--- src/rtl/spi_memory_burst_if.sv ---
// SPI pin bundle for spi_memory_burst: the board-side serial pins plus the
// LED/debug outputs that the memory drives back out.
interface spi_memory_burst_if;
  logic       sclk_pin;
  logic       cs_pin;
  logic       mosi_pin;
  logic       miso_pin;
  logic       miso_oe;
  logic [3:0] leds;

  modport slave (
    input  sclk_pin,
    input  cs_pin,
    input  mosi_pin,
    output miso_pin,
    output miso_oe,
    output leds
  );

  modport master (
    output sclk_pin,
    output cs_pin,
    output mosi_pin,
    input  miso_pin,
    input  miso_oe,
    input  leds
  );
endinterface

--- src/rtl/spi_memory_burst.sv ---
// SPI slave in front of an on-chip word memory. A frame is one command
// (address bits then R/W bit, MSB first) followed by any number of data
// words; the address auto-increments after each word. All pins are
// asynchronous to clk and are synchronised before use.
module spi_memory_burst #(
  parameter int unsigned ADDR_WIDTH = 7,
  parameter int unsigned DATA_WIDTH = 8,
  parameter int unsigned DEPTH      = 128,
  parameter int unsigned CPOL       = 0
) (
  input  logic                clk,
  input  logic                reset,
  spi_memory_burst_if.slave   bus
);

  localparam logic [1:0] S_IDLE  = 2'd0;
  localparam logic [1:0] S_CMD   = 2'd1;
  localparam logic [1:0] S_WRITE = 2'd2;
  localparam logic [1:0] S_READ  = 2'd3;

  localparam int unsigned MAXBITS = ((ADDR_WIDTH + 1) > DATA_WIDTH) ? (ADDR_WIDTH + 1) : DATA_WIDTH;
  localparam int unsigned CW      = $clog2(MAXBITS + 1);
  localparam int unsigned IW      = (DEPTH > 1) ? $clog2(DEPTH) : 1;
  localparam bit          POW2    = ((DEPTH & (DEPTH - 1)) == 0);
  // Power-of-two depths alias/wrap inside the implemented range; others use
  // the full address space and treat the top as unimplemented.
  localparam logic [ADDR_WIDTH-1:0] AMASK   = POW2 ? ADDR_WIDTH'(DEPTH - 1) : '1;
  localparam logic [ADDR_WIDTH:0]   DEPTH_L = (ADDR_WIDTH + 1)'(DEPTH);
  localparam logic                  SCLK_IDLE = (CPOL != 0);

  // Synchroniser + edge-detect stages
  logic [2:0] sclk_sync_q;
  logic [2:0] cs_sync_q;
  logic [1:0] mosi_sync_q;

  logic sclk_rise, sclk_fall, sample_edge, shift_edge;
  logic cs_high, cs_fall, mosi_bit;

  assign sclk_rise   = sclk_sync_q[1] & ~sclk_sync_q[2];
  assign sclk_fall   = ~sclk_sync_q[1] & sclk_sync_q[2];
  assign sample_edge = (CPOL == 0) ? sclk_rise : sclk_fall;
  assign shift_edge  = (CPOL == 0) ? sclk_fall : sclk_rise;
  assign cs_high     = cs_sync_q[1];
  assign cs_fall     = ~cs_sync_q[1] & cs_sync_q[2];
  assign mosi_bit    = mosi_sync_q[1];

  // FSM and datapath state
  logic [1:0]            state_q,  state_d;
  logic [CW-1:0]         cnt_q,    cnt_d;
  logic [ADDR_WIDTH-1:0] addr_q,   addr_d;
  logic [ADDR_WIDTH-1:0] cmd_q,    cmd_d;
  logic [DATA_WIDTH-1:0] wsh_q,    wsh_d;
  logic [DATA_WIDTH-1:0] wword_q,  wword_d;
  logic                  wr_pend_q, wr_pend_d;
  logic                  load_q,   load_d;
  logic [DATA_WIDTH-1:0] shreg_q,  shreg_d;
  logic                  miso_q,   miso_d;
  logic                  oe_q,     oe_d;
  logic [3:0]            leds_q,   leds_d;

  logic [DATA_WIDTH-1:0] mem_q [DEPTH];
  logic [IW-1:0]         idx;
  logic                  mem_ok;
  logic [DATA_WIDTH-1:0] rdata;
  logic [ADDR_WIDTH-1:0] addr_inc;

  assign idx      = IW'(addr_q);
  assign mem_ok   = POW2 || ({1'b0, addr_q} < DEPTH_L);
  assign rdata    = mem_ok ? mem_q[idx] : '0;
  assign addr_inc = (addr_q + ADDR_WIDTH'(1)) & AMASK;

  // Bring the asynchronous pins into the clk domain (CS resets to "asserted"
  // so a CS held low across reset never looks like a fresh falling edge)
  always_ff @(posedge clk or posedge reset) begin
    if (reset) begin
      sclk_sync_q <= {3{SCLK_IDLE}};
      cs_sync_q   <= '0;
      mosi_sync_q <= '0;
    end else begin
      sclk_sync_q <= {sclk_sync_q[1:0], bus.sclk_pin};
      cs_sync_q   <= {cs_sync_q[1:0], bus.cs_pin};
      mosi_sync_q <= {mosi_sync_q[0], bus.mosi_pin};
    end
  end

  // Next-state logic: command decode, write assembly, read shifting, abort
  always_comb begin
    state_d   = state_q;
    cnt_d     = cnt_q;
    addr_d    = addr_q;
    cmd_d     = cmd_q;
    wsh_d     = wsh_q;
    wword_d   = wword_q;
    wr_pend_d = 1'b0;
    load_d    = 1'b0;
    shreg_d   = shreg_q;
    miso_d    = miso_q;
    oe_d      = oe_q;
    leds_d    = leds_q;

    // Commit of a completed write word, one clk after its last sample
    if (wr_pend_q) begin
      if (mem_ok) leds_d = wword_q[3:0];
      addr_d = addr_inc;
    end

    case (state_q)
      S_IDLE: begin
        if (cs_fall) begin
          state_d = S_CMD;
          cnt_d   = '0;
        end
      end
      S_CMD: begin
        if (sample_edge) begin
          if (cnt_q == CW'(ADDR_WIDTH)) begin
            addr_d  = cmd_q & AMASK;
            cnt_d   = '0;
            state_d = mosi_bit ? S_READ : S_WRITE;
            load_d  = mosi_bit;
          end else begin
            cmd_d = {cmd_q[ADDR_WIDTH-2:0], mosi_bit};
            cnt_d = cnt_q + CW'(1);
          end
        end
      end
      S_WRITE: begin
        if (sample_edge) begin
          if (cnt_q == CW'(DATA_WIDTH - 1)) begin
            wword_d   = {wsh_q[DATA_WIDTH-2:0], mosi_bit};
            wr_pend_d = 1'b1;
            cnt_d     = '0;
          end else begin
            wsh_d = {wsh_q[DATA_WIDTH-2:0], mosi_bit};
            cnt_d = cnt_q + CW'(1);
          end
        end
      end
      default: begin
        if (load_q) begin
          shreg_d = rdata;
          oe_d    = 1'b1;
        end else if (shift_edge) begin
          miso_d  = shreg_q[DATA_WIDTH-1];
          shreg_d = shreg_q << 1;
          if (cnt_q == CW'(DATA_WIDTH - 1)) begin
            cnt_d  = '0;
            addr_d = addr_inc;
            load_d = 1'b1;
          end else begin
            cnt_d = cnt_q + CW'(1);
          end
        end
      end
    endcase

    // CS deasserted overrides everything, including a coincident SCLK edge
    if (cs_high) begin
      state_d   = S_IDLE;
      cnt_d     = '0;
      oe_d      = 1'b0;
      load_d    = 1'b0;
      wr_pend_d = 1'b0;
    end
  end

  // State registers
  always_ff @(posedge clk or posedge reset) begin
    if (reset) begin
      state_q   <= S_IDLE;
      cnt_q     <= '0;
      addr_q    <= '0;
      cmd_q     <= '0;
      wsh_q     <= '0;
      wword_q   <= '0;
      wr_pend_q <= 1'b0;
      load_q    <= 1'b0;
      shreg_q   <= '0;
      miso_q    <= 1'b0;
      oe_q      <= 1'b0;
      leds_q    <= '0;
    end else begin
      state_q   <= state_d;
      cnt_q     <= cnt_d;
      addr_q    <= addr_d;
      cmd_q     <= cmd_d;
      wsh_q     <= wsh_d;
      wword_q   <= wword_d;
      wr_pend_q <= wr_pend_d;
      load_q    <= load_d;
      shreg_q   <= shreg_d;
      miso_q    <= miso_d;
      oe_q      <= oe_d;
      leds_q    <= leds_d;
    end
  end

  // Memory write port; contents survive reset
  always_ff @(posedge clk) begin
    if (wr_pend_q && mem_ok) mem_q[idx] <= wword_q;
  end

  assign bus.miso_pin = miso_q;
  assign bus.miso_oe  = oe_q;
  assign bus.leds     = leds_q;

endmodule

--- src/flat_wrapper.sv ---
// flat-port wrapper written by rule: the top's interface ports become plain ports
module spi_memory_burst_flat 
#(
  parameter int unsigned ADDR_WIDTH = 7,
  parameter int unsigned DATA_WIDTH = 8,
  parameter int unsigned DEPTH      = 128,
  parameter int unsigned CPOL       = 0
)
  (clk, reset, bus_sclk_pin, bus_cs_pin, bus_mosi_pin, bus_miso_pin, bus_miso_oe, bus_leds);
  spi_memory_burst_if bus_i ();
  input  logic clk;
  input  logic reset;
  input wire logic [$bits(bus_i.sclk_pin)-1:0] bus_sclk_pin;
  input wire logic [$bits(bus_i.cs_pin)-1:0] bus_cs_pin;
  input wire logic [$bits(bus_i.mosi_pin)-1:0] bus_mosi_pin;
  output wire logic [$bits(bus_i.miso_pin)-1:0] bus_miso_pin;
  output wire logic [$bits(bus_i.miso_oe)-1:0] bus_miso_oe;
  output wire logic [$bits(bus_i.leds)-1:0] bus_leds;
  assign bus_i.sclk_pin = bus_sclk_pin;
  assign bus_i.cs_pin = bus_cs_pin;
  assign bus_i.mosi_pin = bus_mosi_pin;
  assign bus_miso_pin = bus_i.miso_pin;
  assign bus_miso_oe = bus_i.miso_oe;
  assign bus_leds = bus_i.leds;
  spi_memory_burst #(.ADDR_WIDTH(ADDR_WIDTH), .DATA_WIDTH(DATA_WIDTH), .DEPTH(DEPTH), .CPOL(CPOL)) u_core (.clk(clk), .reset(reset), .bus(bus_i));
endmodule
--- config.mk ---
export PLATFORM = sky130hd
export DESIGN_NAME = spi_memory_burst_flat
export DESIGN_NICKNAME = d
export VERILOG_FILES = /design/src/rtl/spi_memory_burst_if.sv /design/src/rtl/spi_memory_burst.sv /design/src/flat_wrapper.sv
export SDC_FILE = /design/constraint.sdc
export NUM_CORES = 1
export LEC_CHECK = 0
export CAP_MARGIN = 10
export CORE_MARGIN = 5
export CORE_UTILIZATION = 24
export CTS_CLUSTER_SIZE = 8
export DETAILED_ROUTE_END_ITERATION = 8
export HOLD_SLACK_MARGIN = 0.12
export SETUP_SLACK_MARGIN = 0.15
export SLEW_MARGIN = 5
export SYNTH_ARGS = -nofsm -noshare
export SYNTH_HDL_FRONTEND = slang
export SYNTH_SLANG_ARGS = --single-unit
--- constraint.sdc ---
create_clock -name clk -period 5.8 [get_ports clk]
set_clock_uncertainty 0.15 [all_clocks]
set_input_delay 1.16 -clock clk [delete_from_list [all_inputs] [get_ports clk]]
set_output_delay 1.16 -clock clk [all_outputs]
set_load 0.02 [all_outputs]
* Yosys cells after proc, flatten, opt, wreduce, memory -nomap -nowiden
Memory sizes are Yosys's and may differ from the RTL's.
Cells that the tools add are included.
W data, S select, Z words.
** Cells by class
- Reductions and logical operators :: 16
- Bitwise logic cells :: 9
- Mux-type cells :: 37
- Equality and inequality tests :: 9
- $add $sub $neg :: 2
** Operator list (number)
- $mux W7 :: 6
- $mux W4 :: 6
- $mux W8 :: 2
- $mux W1 :: 15
- $pmux W7 S2 :: 1
- $ne A3 B1 Y1 const B :: 4
- $reduce_and A3 Y1 :: 4
- $mux W2 :: 4
- $pmux W4 S2 :: 1
- $reduce_and A4 Y1 :: 2
- $add A7 B1 Y7 const B :: 1
- $not A1 Y1 :: 6
- $add A4 B1 Y4 const B :: 1
- $eq A4 B3 Y1 const B :: 1
- $ne A4 B3 Y1 const B :: 1
- $pmux W2 S2 :: 1
- $reduce_and A2 Y1 :: 2
- $reduce_bool A2 Y1 :: 2
- $reduce_bool A4 Y1 :: 1
- $reduce_or A2 Y1 :: 2
- $and A1 B1 Y1 :: 3
- $reduce_bool A3 Y1 :: 1
- $reduce_or A3 Y1 :: 1
- $eq A2 B1 Y1 const B :: 1
- 4 further kinds :: 4
** Storage, ports and cells
- Word-level logic and storage cells :: 89
- Memories kept :: 1
- Register bits :: 59
- Input bits :: 5
- Memory bits (writable) :: 1024
- Output and inout bits :: 6
** Memory list
- u_core.mem_q :: depth 128, bits a word 8, read ports 1, clocked after memory_dff 0, write ports 1, line spi_memory_burst.sv:61 : logic [DATA_WIDTH-1:0] mem_q [DEPTH];

* Longest topological paths before layout
Gate-level depths: netlist (run 1).
- Depth in word-level cells :: 6
- Depth in mapped cells :: 12
- Gate-level depth less buffers :: 8

* Worst setup path after synthesis (run 1)
Ideal clock, no wire load.
- Path kind :: register -> register
- Start point :: register u_core.addr_q[2]
- End point :: memory u_core.mem_q[68][0] (enable)
- Setup slack :: 3132 ps
- Cell stages (with the launch flop) :: 9
- Clock period less this slack :: 2668 ps
- Data arrival time :: 2148 ps
- Setup time :: 370 ps
- Cell sequence :: dfrtp_1 -> buf_2 -> buf_2 -> buf_2 -> buf_2 -> buf_2 -> nand3_1 -> clkbuf_1 -> nor2_1
** RTL lines
- start, declared :: line spi_memory_burst.sv:50 : logic [ADDR_WIDTH-1:0] addr_q, addr_d;
- start signal, assigned :: line spi_memory_burst.sv:185 : addr_q <= addr_d;
- end, declared :: line spi_memory_burst.sv:61
No word-level cell before the write port.

* Final worst setup path (run 1)
- Start point :: register u_core.addr_q[1]
- End point :: register u_core.shreg_q[1]
** On the way
- Word-level cells in the longest chain between the ends :: 2
** RTL lines
- $mem_v2 Z128 W8
- $mux W8 :: line spi_memory_burst.sv:140 : if (load_q) begin
- end signal, assigned :: line spi_memory_burst.sv:191 : shreg_q <= shreg_d;
- end, declared :: line spi_memory_burst.sv:56 : logic [DATA_WIDTH-1:0] shreg_q, shreg_d;
Every way passes these cells.
A chain may end at the register's enable or synchronous reset.

==> results by group, run 1 <==
Outcome
  – Status: finished, final reports clean

Floorplan
  – # rows: 154
  – Die Ht: 432 µm
  – I/O pin count: 11
  – Die Width: 432 µm
  – Die area: 0.186 mm²
  – Starting Density: 24.2%
  – Core area: 0.176 mm²

Synth
  – Net Count, Synth: 2522
  – Post-synth top cells: 1024 x edfxtp_1, 221 x nor2_1, 114 x a221oi_1, 111 x a22oi_1, 102 x nand2_1
  – Cells after Synth: 2511
  – Unique masters post-synth: 82
  – EDFF count, synth: 1024
  – Ys Warns: 0
  – Area contributors post-synth: edfxtp_1 72%, dfrtp_1 3.5%, mux4_2 3.4%
  – Synth area leader: edfxtp_1
  – Post-synth top area share: 72.0%
  – FF+latch count, synth: 1083
  – Share of flip-flops with an asynchronous set or reset: 5.45%
  – Register area share after synthesis: 75.5%
  – Synthesized area: 0.0427 mm²
  – Count leader, synth: edfxtp_1
  – Syn_area_per_cell: 17.0 µm²
  – Synth Flop Type: edfxtp_1

Critical path
  – Crit-path max cell delay: 1.08 ns
  – Worst setup EP type: flip-flop
  – Reg2Reg Launch Point: u_core.addr_q[1]
  – Critical Path Source Type: flip-flop
  – CP max FO: 92
  – Reg2Reg Depth: 9
  – R2r endpoint: u_core.shreg_q[1]
  – Setup Crit Path Kind: flip-flop to flip-flop
  – CP max-delay cell: o41ai_1
  – Worst EP arrival: 4.95 ns
  – CP delay by family, top: compound AO/OA/AOI/OAI gates
  – Worst reg2reg setup slack: 1.33 ns
  – Worst-path cell chain: buf_12 -> nor3_4 -> buf_4 -> a22oi_1 -> a21boi_1 -> o41ai_1 -> o211ai_1 -> nor4_1 -> o31ai_1
  – Req. time, crit path: 6.28 ns
  – CP startpoint: u_core.addr_q[1]
  – Worst path bufs/invs: 2

Drt
  – Drt initial violations: 3543
  – Number of vias per cell: 5.02
  – Vias: 25.1k
  – Routed length per placed instance: 25.4 µm
  – Final WL: 127 mm
  – Drt drc: 0
  – DR pass1 iterations: 6
  – Antenna viol nets, final: 0

Timing
  – Max Clk Rate: 0.224 GHz
  – Final hold vios: 0
  – Slew Limit Headroom: 14.9%
  – Hold Slack: 0.194 ns
  – Final setup viols: 0
  – Setup_tns: 0 ns
  – RSZ-0062 raised after global routing: no
  – Setup WS post-layout: 1.33 ns
  – Worst-Margin Slew: 1.26 ns
  – Fin crit period: 4.47 ns
  – Fin crit share: 77.1%
  – Final Slew Violations: 0

GRT
  – Total gr overflow: 0
  – Number of global-route vias before repair: 25.0k
  – GRT Total Usage: 13.2%
  – Global-route wire length before repair: 182 mm
  – Largest net degree at the start of global routing: 93
  – Initial antenna violation count: 4

Clock tree
  – Clk slew on worst S/H paths: 0.05 ns
  – Clock tree buffer depth: 3
  – CTS buffer count: 153
  – Clock latency at the later pin of the worst-skew pair: 0.74 ns
  – Post CTS Setup Buffer Count: 0
  – Hold buffer count at CTS: 0
  – Htree depth: 4
  – Total clock sinks: 1083
  – CTS Root Cell: clkbuf_16
  – # resized after CTS: 0
  – CTS tree: yes

Placement
  – DP HPWL: 74.5 mm
  – Post-Place Worst Slack: 1.45 ns
  – RD Place Congestion: 0.888
  – Port bufs: 10

Min path
  – Worst Hold Path EP: u_core.sclk_sync_q[1]
  – Worst Hold Depth: 0
  – Hold Crit Class: flip-flop to flip-flop
  – Hold Startpoint: u_core.sclk_sync_q[0]

Power
  – PwrDens: 332 mW/mm²
  – Leak Pwr: 13.6 nW
  – Max VDD drop: 0.000279 V
  – Total power: 16.6 mW

Layout
  – Filler cells: 17.5k
  – Nets: 2602
  – Fin util: 28.3%
  – Area growth syn-to-layout: 16.8%
  – Share of layout cells above drive strength 1: 17.2%

Job
  – Max-cap violations: 0
## cell families after synthesis
family                     Yosys count  synth area share [%]
muxes                              223                  7.41
DFF                               1083                  75.5
AOI/OAI and AO/OA                  559                  9.72
buffers and inverters              185                  2.33
xor gates and xnor gates            11                 0.226
and+or+nand+nor                    444                  4.66
adders and majority gates            6                 0.176
## routing by layer
metal	share of wire [%]	GRT usage [%]	vias up
li1	-	-	10300
met1	39	17.4	12900
met3	11	3.82	300
met2	46	20.5	1537
met5	0.020	0.0512	-
met4	4.3	5.57	4
## area by class of cell
cell class	count	area (µm²)	share of cell area, %
Timing Repair Buffer	104	843	1.69
Clock inverter	13	215	0.431
Clock buffer	199	4040	8.11
Multi-Input combinational cell	1243	9550	19.1
Sequential cell	1083	32300	64.7
Tap cell	2340	2930	5.87
Inverter	6	25.0	0.0502
Antenna cell	2	5.00	0.0100
## worst max path at each step
| stage | end | slack (ns) | depth (start not counted) |
|---|---|---|---|
| finish | u_core.shreg_q[1] | 1.33 | 9 |
| global route | u_core.shreg_q[1] | 1.28 | 9 |
| CTS | u_core.shreg_q[1] | 1.45 | 9 |
| detailed placement | u_core.shreg_q[1] | 1.45 | 9 |
| global placement | u_core.shreg_q[1] | 1.41 | 9 |
| floorplan | u_core.addr_q[0] | 3.03 | 1 |
## flip-flops by register name (all words and copies together), names as in the netlist, 3 cells and up
| name | count |
|---|---|
| u_core.sclk_sync_q | 3 |
| u_core.addr_q | 7 |
| u_core.wsh_q | 7 |
| u_core.wword_q | 8 |
| u_core.mem_q | 1024 |
| u_core.cmd_q | 7 |
| u_core.bus.leds | 4 |
| u_core.cnt_q | 4 |
| u_core.cs_sync_q | 3 |
| u_core.shreg_q | 8 |
## worst reg2reg max path, cell delays in order, from the launching register on
cell and delay, ns:
dfrtp_4 0.89, buf_12 0.49, nor3_4 0.21, buf_4 0.29, a22oi_1 0.22, a21boi_1 0.13
o41ai_1 1.08, o211ai_1 0.47, nor4_1 0.31, o31ai_1 0.11
## where the power goes
part	total, mW	internal [mW]	leakage (nW)	switching, mW
logic	0.0629	0.0279	3.14	0.0349
clock network	8.03	4.83	2.06	3.20
registers	8.49	8.47	8.43	0.0199
## cell usage in the layout, fill, tap and decap left out, types with 68 or more instances in the layout
| cell type | count |
|---|---|
| mux2i_1 | 68 |
| buf_4 | 91 |
| nor2_1 | 221 |
| edfxtp_1 | 1024 |
| mux2_2 | 84 |
| nand2_1 | 101 |
| a221oi_1 | 114 |
| a21oi_1 | 80 |
| clkbuf_16 | 155 |
| a22oi_1 | 111 |
## stage by stage
stage	area, µm²	cells
2_1_floorplan	42700	2511
3_3_place_gp	45600	4776
3_5_place_dp	45600	4776
4_1_cts	49900	4988
5_1_grt	49900	4988
6_report	49900	4990
Power figures use the tool's default switching activity.
==> inputs of run 2 (changes only) <==
clock period = 4.39 ns   (was 5.8 ns; I/O delays follow)
==> results by group, run 2 (synthesis results as in run 1) <==
Floorplan
  – I/O pin count: 11
  – Starting Density: 24.2%
  – Die area: 0.186 mm²
  – # rows: 154
  – Die Width: 432 µm
  – Die Ht: 432 µm
  – Core area: 0.176 mm²

Power
  – Leak Pwr: 14.6 nW
  – Max VDD drop: 0.000369 V
  – PwrDens: 428 mW/mm²

Clock tree
  – CTS Root Cell: clkbuf_16
  – Post CTS Setup Buffer Count: 0
  – Total clock sinks: 1083
  – Hold buffer count at CTS: 0
  – Clk slew on worst S/H paths: 0.05 ns
  – CTS tree: yes
  – Clock latency at the later pin of the worst-skew pair: 0.75 ns
  – CTS buffer count: 153
  – # resized after CTS: 0
  – Clock tree buffer depth: 3
  – Htree depth: 4

Critical path
  – Reg2Reg Launch Point: u_core.addr_q[1]
  – CP max FO: 33
  – Worst reg2reg setup slack: 0.64 ns
  – Worst setup EP type: flip-flop
  – R2r endpoint: u_core.shreg_q[7]
  – Setup Crit Path Kind: flip-flop to flip-flop
  – Worst EP arrival: 4.26 ns
  – Reg2Reg Depth: 8
  – Critical Path Source Type: flip-flop
  – Req. time, crit path: 4.91 ns

Timing
  – Fin crit share: 85.4%
  – Final setup viols: 0
  – Slew Limit Headroom: 21.1%
  – Worst-Margin Slew: 1.18 ns
  – RSZ-0062 raised after global routing: no
  – Hold Slack: 0.195 ns
  – Max Clk Rate: 0.267 GHz
  – Fin crit period: 3.75 ns
  – Final Slew Violations: 0
  – Setup_tns: 0 ns
  – Final hold vios: 0

GRT
  – Initial antenna violation count: 2
  – Number of global-route vias before repair: 25.2k
  – Total gr overflow: 0
  – GRT Total Usage: 13.5%
  – Global-route wire length before repair: 185 mm
  – Largest net degree at the start of global routing: 87

Drt
  – Antenna viol nets, final: 0
  – Drt drc: 0
  – Routed length per placed instance: 25.1 µm
  – DR pass1 iterations: 6
  – Drt initial violations: 3596
  – Number of vias per cell: 4.98
  – Vias: 25.7k
  – Final WL: 130 mm

Placement
  – RD Place Congestion: 0.951
  – Port bufs: 10
  – DP HPWL: 81.0 mm

Layout
  – Most flops, register: u_core.mem_q
  – Largest register FFs: 1024
  – Area growth syn-to-layout: 20.4%
  – Most frequent cells in the layout: 1024 x edfxtp_1, 254 x buf_4, 221 x nor2_1
  – Share of layout cells above drive strength 1: 22.3%
  – Filler cells: 17.5k
  – Most common cell after layout, fill and taps aside: edfxtp_1
  – Top Registers: u_core.mem_q: 1024 flops, u_core.shreg_q: 8 flops, u_core.wword_q: 8 flops
  – Nets: 2777

Min path
  – Hold Startpoint: u_core.cs_sync_q[0]
  – Worst Hold Depth: 0
  – Worst Hold Path EP: u_core.cs_sync_q[1]
  – Hold Crit Class: flip-flop to flip-flop

Outcome
  – Status: finished, final reports clean

Job
  – Max-cap violations: 0
run 2: cell count changes in the layout (fill, tap and decap cells not counted), sizes merged:
| cell | change |
|---|---|
| buf | +175 |
| clkbuf | -3 |
| clkinv | +2 |
| diode | -1 |
run 2: worst max-delay path, stage by stage, from the launching register on:
cell	delay, ns
dfrtp_4	0.68
buf_12	0.31
nor2b_2	0.93
a22oi_1	0.24
o22a_1	0.24
a21oi_1	0.47
or4_1	0.26
nor4_1	0.11
a31oi_1	0.24
run 2: per-layer routing:
metal	vias up	wire length, µm	GRT usage [%]
met3	281	13500	3.76
met1	13300	52100	18.0
met2	1544	58900	20.8
met4	2	5160	5.32
met5	-	155	0.640
li1	10600	-	-
run 2: through the flow:
stage	utilization, %	setup slack (ns)	power [mW]	area [µm²]	instances
3_3_place_gp	26.7	0.686	11.5	47000	4950
4_1_cts	29.1	0.746	22.1	51400	5161
2_1_floorplan	-	1.72	11.5	42700	2511
5_1_grt	29.1	0.614	22.6	51400	5163
6_report	29.1	0.643	22.0	51400	5163
3_5_place_dp	26.7	0.771	11.5	47000	4950
run 2: report_power, final:
group / internal, mW / total [mW] / leakage, nW / switching (mW)
combinational: 0.0367 / 0.0830 / 4.10 / 0.0462
clock: 6.40 / 10.7 / 2.08 / 4.30
sequential: 11.2 / 11.2 / 8.43 / 0.0255
total: 17.6 / 22.0 / 14.6 / 4.37
run 2: how the worst max path moves through the flow:
stage | start | endpoint | slack (ns)
after floorplan | u_core.addr_q[2] | u_core.mem_q[68][0] | 1.72
after global placement | u_core.addr_q[1] | u_core.shreg_q[5] | 0.69
after detailed placement | u_core.addr_q[0] | u_core.shreg_q[7] | 0.77
after CTS | u_core.addr_q[0] | u_core.shreg_q[7] | 0.75
after global routing | u_core.addr_q[1] | u_core.shreg_q[5] | 0.61
final | u_core.addr_q[1] | u_core.shreg_q[7] | 0.64
run 2: layout make-up:
| class | instances | area (µm²) | share of cell area, % |
|---|---|---|---|
| flip-flops and latches | 1083 | 32300 | 62.8 |
| multi-input cells | 1243 | 9540 | 18.6 |
| clock buffers | 196 | 4030 | 7.85 |
| well taps | 2340 | 2930 | 5.70 |
| repair buffers | 279 | 2300 | 4.48 |
| clock inverters | 15 | 302 | 0.587 |
| inverters | 6 | 25.0 | 0.0487 |
| diodes | 1 | 2.50 | 0.00487 |
